**config.mk**
```make
export PLATFORM = sky130hd
export DESIGN_NAME = mef_supervisor
export DESIGN_NICKNAME = d
export VERILOG_FILES = /design/src/rtl/mef_supervisor.sv
export SDC_FILE = /design/constraint.sdc
export NUM_CORES = 1
export LEC_CHECK = 0
export CAP_MARGIN = 20
export CORE_ASPECT_RATIO = 0.5
export CORE_MARGIN = 4
export CORE_UTILIZATION = 40
export DETAILED_ROUTE_END_ITERATION = 6
export PLACE_DENSITY_LB_ADDON = 0.12
export SYNTH_ARGS = -nofsm -noshare
export SYNTH_HDL_FRONTEND = slang
export SYNTH_SLANG_ARGS = --single-unit
```
**constraint.sdc**
```tcl
create_clock -name clock -period 2.2 [get_ports clock]
set_input_delay 0.33 -clock clock [delete_from_list [all_inputs] [get_ports clock]]
set_output_delay 0.33 -clock clock [all_outputs]
set_load 0.02 [all_outputs]
```
**src/rtl/mef_supervisor.sv**
```systemverilog
// mef_supervisor: supervisory sequencer above the main process FSM.
//
// Turns operator buttons into the main FSM's `start` enable, watches the
// main FSM state code and alarm, enforces a per-stage timeout, latches
// faults until acknowledged, and counts completed batches.
//
// Ports:
//   clock          system clock, rising edge
//   reset_n        asynchronous active-low reset
//   btn_liga       run / resume request (level)
//   btn_parar      pause request (level)
//   btn_reconhece  fault acknowledge / abort (level)
//   estado[2:0]    main FSM state code, 3'b000 = rest
//   alarme_in      main FSM alarm
//   start          main FSM enable, high only in ATIVO
//   falha          latched fault, high only in FALHA
//   timeout        fault cause is stage timeout (valid while falha=1)
//   lotes          completed batch count, saturating
//   sup_estado     supervisor state code (display / debug)
//
// Handshake note: there is no valid/ready traffic here. Buttons are
// levels; a press is the single-cycle rising edge, registered before the
// FSM consumes it, so a press reaches `start` two clock edges after the
// input rises.
module mef_supervisor #(
  parameter int TIMEOUT_CYCLES = 1000,
  parameter int TW             = 10,
  parameter int BATCH_W        = 4
) (
  input  logic               clock,
  input  logic               reset_n,
  input  logic               btn_liga,
  input  logic               btn_parar,
  input  logic               btn_reconhece,
  input  logic [2:0]         estado,
  input  logic               alarme_in,
  output logic               start,
  output logic               falha,
  output logic               timeout,
  output logic [BATCH_W-1:0] lotes,
  output logic [2:0]         sup_estado
);

  typedef enum logic [2:0] {
    OCIOSO    = 3'b000,
    ATIVO     = 3'b001,
    PAUSA     = 3'b010,
    FALHA     = 3'b011,
    CONCLUIDO = 3'b100
  } sup_state_t;

  localparam logic [TW-1:0]      TLIM     = TW'(TIMEOUT_CYCLES - 1);
  localparam logic [BATCH_W-1:0] LOTES_MX = '1;

  sup_state_t    state;
  logic [TW-1:0] timer;
  logic [TW-1:0] timer_next;
  logic          saiu;
  logic [2:0]    estado_q;

  // Button edge detection. Bit order: {reconhece, parar, liga}.
  // `armed` stays low for the first edge after reset so that a button held
  // through reset release only loads btn_q and never looks like a rise.
  logic [2:0] btn_now;
  logic [2:0] btn_q;
  logic [2:0] press;
  logic       armed;

  assign btn_now = {btn_reconhece, btn_parar, btn_liga};

  always_ff @(posedge clock or negedge reset_n) begin
    if (!reset_n) begin
      btn_q <= 3'b000;
      press <= 3'b000;
      armed <= 1'b0;
    end else begin
      btn_q <= btn_now;
      press <= btn_now & ~btn_q & {3{armed}};
      armed <= 1'b1;
    end
  end

  logic press_liga, press_parar, press_reconhece;
  assign press_liga      = press[0];
  assign press_parar     = press[1];
  assign press_reconhece = press[2];

  // Stage timer: counts cycles spent in the current non-rest main state,
  // minus one (first cycle of a new state loads 0). The timeout fires as
  // the next value reaches TIMEOUT_CYCLES-1, i.e. on the
  // TIMEOUT_CYCLES-th cycle in that state.
  always_comb begin
    timer_next = '0;
    if (estado != estado_q)
      timer_next = '0;
    else if (estado != 3'b000)
      timer_next = timer + TW'(1);
  end

  logic stage_expired;
  assign stage_expired = (estado != 3'b000) && (timer_next == TLIM);

  always_ff @(posedge clock or negedge reset_n) begin
    if (!reset_n) begin
      state    <= OCIOSO;
      start    <= 1'b0;
      falha    <= 1'b0;
      timeout  <= 1'b0;
      lotes    <= '0;
      timer    <= '0;
      saiu     <= 1'b0;
      estado_q <= 3'b000;
    end else begin
      estado_q <= estado;
      case (state)
        OCIOSO: begin
          if (press_liga) begin
            state <= ATIVO;
            start <= 1'b1;
            timer <= '0;
            saiu  <= 1'b0;
          end
        end

        ATIVO: begin
          timer <= timer_next;
          if (estado != 3'b000) saiu <= 1'b1;
          if (alarme_in) begin
            state   <= FALHA;
            start   <= 1'b0;
            falha   <= 1'b1;
            timeout <= 1'b0;
          end else if (stage_expired) begin
            state   <= FALHA;
            start   <= 1'b0;
            falha   <= 1'b1;
            timeout <= 1'b1;
          end else if (saiu && (estado == 3'b000)) begin
            // Batch left rest and came back: one completed batch.
            state <= CONCLUIDO;
            start <= 1'b0;
          end else if (press_parar) begin
            state <= PAUSA;
            start <= 1'b0;
          end
        end

        PAUSA: begin
          // Timer and saiu frozen; abort takes precedence over resume.
          if (press_reconhece) begin
            state <= OCIOSO;
            saiu  <= 1'b0;
          end else if (press_liga) begin
            state <= ATIVO;
            start <= 1'b1;
          end
        end

        FALHA: begin
          if (press_reconhece) begin
            state   <= OCIOSO;
            falha   <= 1'b0;
            timeout <= 1'b0;
            timer   <= '0;
            saiu    <= 1'b0;
          end
        end

        CONCLUIDO: begin
          if (lotes != LOTES_MX) lotes <= lotes + BATCH_W'(1);
          state <= OCIOSO;
        end

        default: begin
          state   <= OCIOSO;
          start   <= 1'b0;
          falha   <= 1'b0;
          timeout <= 1'b0;
        end
      endcase
    end
  end

  assign sup_estado = state;

endmodule

```
* Word-level counts from Yosys, hierarchy flattened *
Cells that the tools add are included.

word-level totals
  register bits = 31
  output and inout bits = 10
  word-level logic and storage cells = 77

operators by class
  add/subtract/negate cells = 2
  equal/unequal tests = 14
  mux-type cells = 29
  bitwise operators = 5
  reduce and logical (&&, ||, !) cells = 16

operators by type and width
  kind                   number
  $mux 10                4
  $pmux 10 s3            1
  $mux 3                 7
  $mux 1                 12
  $pmux 3 s4             1
  $add 10x1->10 const B  1
  $eq 10x10->1 const B   1
  $pmux 1 s3             3
  $reduce_and 3->1       3
  $reduce_bool 3->1      3
  $ne 2x2->1 const B     4
  $and 3x3->3            2
  $eq 3x2->1 const B     2
  $logic_not 3->1        2
  $ne 5x5->1 const B     1
  $add 4x1->4 const B    1
  $ne 4x4->1 const B     1
  $pmux 1 s4             1
  $reduce_and 2->1       2
  $reduce_and 4->1       1
  $reduce_or 2->1        2
  $eq 3x1->1 const B     1
  $eq 3x3->1 const B     1
  $ne 3x3->1             1
  other kinds (6)        8

* Longest topological paths before layout *
  depth in word-level cells = 8
  mapped depth = 6
  gate-level depth less buffers = 6

* Worst setup path before layout *
OpenSTA, ideal clock, no wires.

  path kind = register to register
  from = register timer[0]
  to = register start
  data arrival time = 1.897 ns
  data required time = 2.114 ns
  path slack = 0.218 ns
  cell stages (with the launch flop) = 7
  path buffers = 0
  cell sequence = dfrtp_1 > ha_1 > nand2_1 > or4b_4 > o22a_1 > a2111o_1 > a32oi_1

on the way
  word-level cells in the longest chain between the ends = 8
  elaborated cells between the ends (all ways) = 10
  classes of those cells = 1 x add/sub; 2 x eq/ne; 5 x mux; 2 x reduce/logical

RTL lines
  item                      RTL line  text
  start: declaration        56        logic [TW-1:0] timer;
  start signal: assignment  126       timer <= timer_next;
  $add 10x1->10 *           97        timer_next = timer + TW'(1);
  $mux 10 *                 96        else if (estado != 3'b000)
  $mux 10 *                 94        if (estado != estado_q)
  $eq 10x10->1 *            101       assign stage_expired = (estado != 3'b000) && (timer_next == TLIM);
  $logic_and 1x1->1 *       101
  $mux 1                    133       end else if (stage_expired) begin
  $mux 1                    128       if (alarme_in) begin
  $pmux 1 s4                115       case (state)
  end signal: assignment    119       start <= 1'b1;
  end signal: assignment    130       start <= 1'b0;
  end signal: assignment    135       start <= 1'b0;
  end: declaration          37        output logic start,

Every way passes the cells marked *; elsewhere a longest branch is shown, timed or not.
A chain may end at the register's enable or synchronous reset.

* Final worst setup path *
  from = register timer[1]
  to = register start

The elaborated chain is that of the path after synthesis.

==> out/metrics.cfg <==
[run_status]
status = completed

[worst_setup_path]
path_class = flip-flop to flip-flop
arrival_ps = 2270
slowest_delay_ps = 500
slowest_stage = or4b_4
crit_path_start_kind = flip-flop
crit_family = compound AO/OA/AOI/OAI gates
critPathCaptureType = flip-flop
worstPathMaxFanout = 5
critPathBufInv = 0
r2r_setup_slack_ps = 130
critPathRequiredTime_ps = 2400
crit_chain = ha_4 > nand2_1 > or4b_4 > o22a_1 > a2111o_1 > a32oi_1

[die]
die_h_um = 52.95
dieArea_um2 = 5184
die_w_um = 97.91
core_region_area_um2 = 3660
start_util_pct = 44.17
row_count = 15
ios = 19

[placement]
dp_cells = 252
pre_cts_slack_ps = -69.42
dp_hpwl_um = 2643
postPlaceCellArea_um2 = 1958
routabilityCongestion = 0.8546
numPortBuffers = 18

[synth]
synthDistinctLibCells = 48
synth_area_leaders = dfrtp_1 48%, o21ai_0 7.7%, nand2_1 5.6%
synth_top_area_share_pct = 47.99
syn_avg_cell_area_um2 = 9.454
yosys.area.top_type = dfrtp_1
yosysWarnings = 0
synthArstFlopShare_pct = 100.0
syn_nets = 182
synthFlopType = dfrtp_1
netlist_area_um2 = 1617
synth_edf_count = 0
synthCells = 171
ys_ff_latch = 31
seq_area_frac_synth_pct = 47.99

[cells_and_area]
area_growth_pct = 29.18
drive_above_1_share_pct = 17.70
instances_no_fill = 260
fillers = 324
layout.nets = 219
diodes = 0
finish.instance_area_um2 = 2088

[timing]
fin_ws_ps = 129.9
fmax_mhz = 483.1
rsz0062_at_grt = false
drv_slew = 0
setup_violations = 0
hold_viol = 0
clock_skew_ps = 5.327
min_period_ps = 2070
fin_crit_sh_pct = 94.09

[power_and_ir_drop]
power_leakage_nw = 0.8473
power_density_nw_per_um2 = 919.8
vdd_ir_drop_max_mv = 0.4683
power_mw = 1.921

[job]
drv_cap = 0

[clock_tree]
clockBufferDepth = 2
post_cts_buffers = 0
clock_sinks = 31
cts_tree = done
clk_latency_ps = 280
root_buffer = clkbuf_8
cts_htree_levels = 2
clk_pin_slew_worst_paths_ps = 70
cts_made_buffers = 5

[detailed_routing]
post_drt_wl_per_cell_um = 14.28
drc = 0
avgViaCountPerCell = 5.312
wl_um = 3713
drt_iter0_markers = 70
antenna_left = 0
drtPass1Iterations = 4
vias = 1381

[global_routing]
antenna_found_initial = 0
grt_max_degree = 32
grt_usage_pct = 16.18
grt_pass1_vias = 1321
grt_first_pass_wirelength_um = 6410
grt_overflow = 0

[worst_hold_path]
min_path_type = flip-flop to flip-flop

path summary, 6_finish.rpt:
check,cells past startpoint,startpoint,end
worst max-delay path,6,timer[1],start
min in group asynchronous,2,reset_n,timer[4]
worst min-delay path,1,btn_q[1],press[1]
max in group asynchronous,2,reset_n,btn_q[2]
worst min register to register,1,btn_q[1],press[1]
worst max register to register,6,timer[1],start
metal layers:
layer,track usage (%),part of all wire (%),vias to the layer above
li1,-,-,701
met1,20.96,51,642
met2,25.45,42,31
met3,5.658,5.9,7
met4,5.517,1.3,0
met5,0,0,-
cells by family after synthesis:
logic type	count (synthesis)	share of synthesized area (%)
buf+inv	7	2.322
xor+xnor	8	4.334
simple gates	70	22.76
fa+ha+maj	2	1.548
flops	31	47.99
compound gates	51	20.12
mux	1	0.6965
other cells	1	0.2320
synth_stat cells (all sizes together) (3+ instances only):
master / instances
nor4: 3
o31ai: 3
dfrtp: 31
clkbuf: 4
nand3: 5
xor2: 4
a21oi: 6
nor3: 11
nand2: 24
o21ai: 25
xnor2: 4
nor2: 10
timing repair:
item                       in CTS  in global routing
setup endpoints to repair       0                  2
resized for setup               0                  3
hold buffers                    0                  0
layout make-up:
cell class / count / area [um2] / area share, %
Multi-Input combinational cell: 133 / 815.8 / 39.07
Clock inverter: 2 / 35.03 / 1.678
Sequential cell: 31 / 775.7 / 37.15
Tap cell: 51 / 63.81 / 3.056
Timing Repair Buffer: 35 / 307.8 / 14.74
Inverter: 2 / 7.507 / 0.3595
Clock buffer: 6 / 82.58 / 3.954
power breakdown:
| part | internal [mW] | switching (mW) | leakage (nW) | total (mW) |
|---|---|---|---|---|
| combinational | 0.284 | 0.348 | 0.382 | 0.632 |
| clock | 0.366 | 0.220 | 0.0612 | 0.586 |
| sequential | 0.642 | 0.0593 | 0.404 | 0.702 |
| total | 1.29 | 0.628 | 0.847 | 1.92 |
state kept, by name (all words and copies together), names as in the netlist, 3 cells and up:
signal      count
btn_q           3
estado_q        3
lotes           4
press           3
sup_estado      3
timer          10
stage by stage:
step                util (%)  hold slack (ps)  TNS [ps]
detailed placement     53.50            390.7    -109.6
global placement       53.50            381.5    -6.010
floorplan                  -            34.41         0
finish                 57.06            392.7         0
global route           57.06            409.2         0
CTS                    56.72            400.0         0
cells in the final DEF, fill, tap and decap left out, types with 2 or more instances in the layout:
cell / Yosys / layout
nand2_1: 24 / 24
inv_1: 2 / 2
a21oi_1: 6 / 6
o31ai_1: 3 / 3
a31oi_1: 2 / 2
clkdlybuf4s50_1: 0 / 18
clkbuf_8: 1 / 6
nor4_1: 3 / 3
nor2_1: 10 / 10
nor3b_1: 2 / 2
nand4_1: 2 / 2
o21ai_0: 25 / 24
nor3_1: 11 / 11
xor2_1: 4 / 4
nand3_1: 5 / 5
and3b_1: 2 / 2
xnor2_1: 4 / 4
buf_4: 0 / 17
dfrtp_1: 31 / 31
No activity file was read; power rests on OpenSTA's default activity.
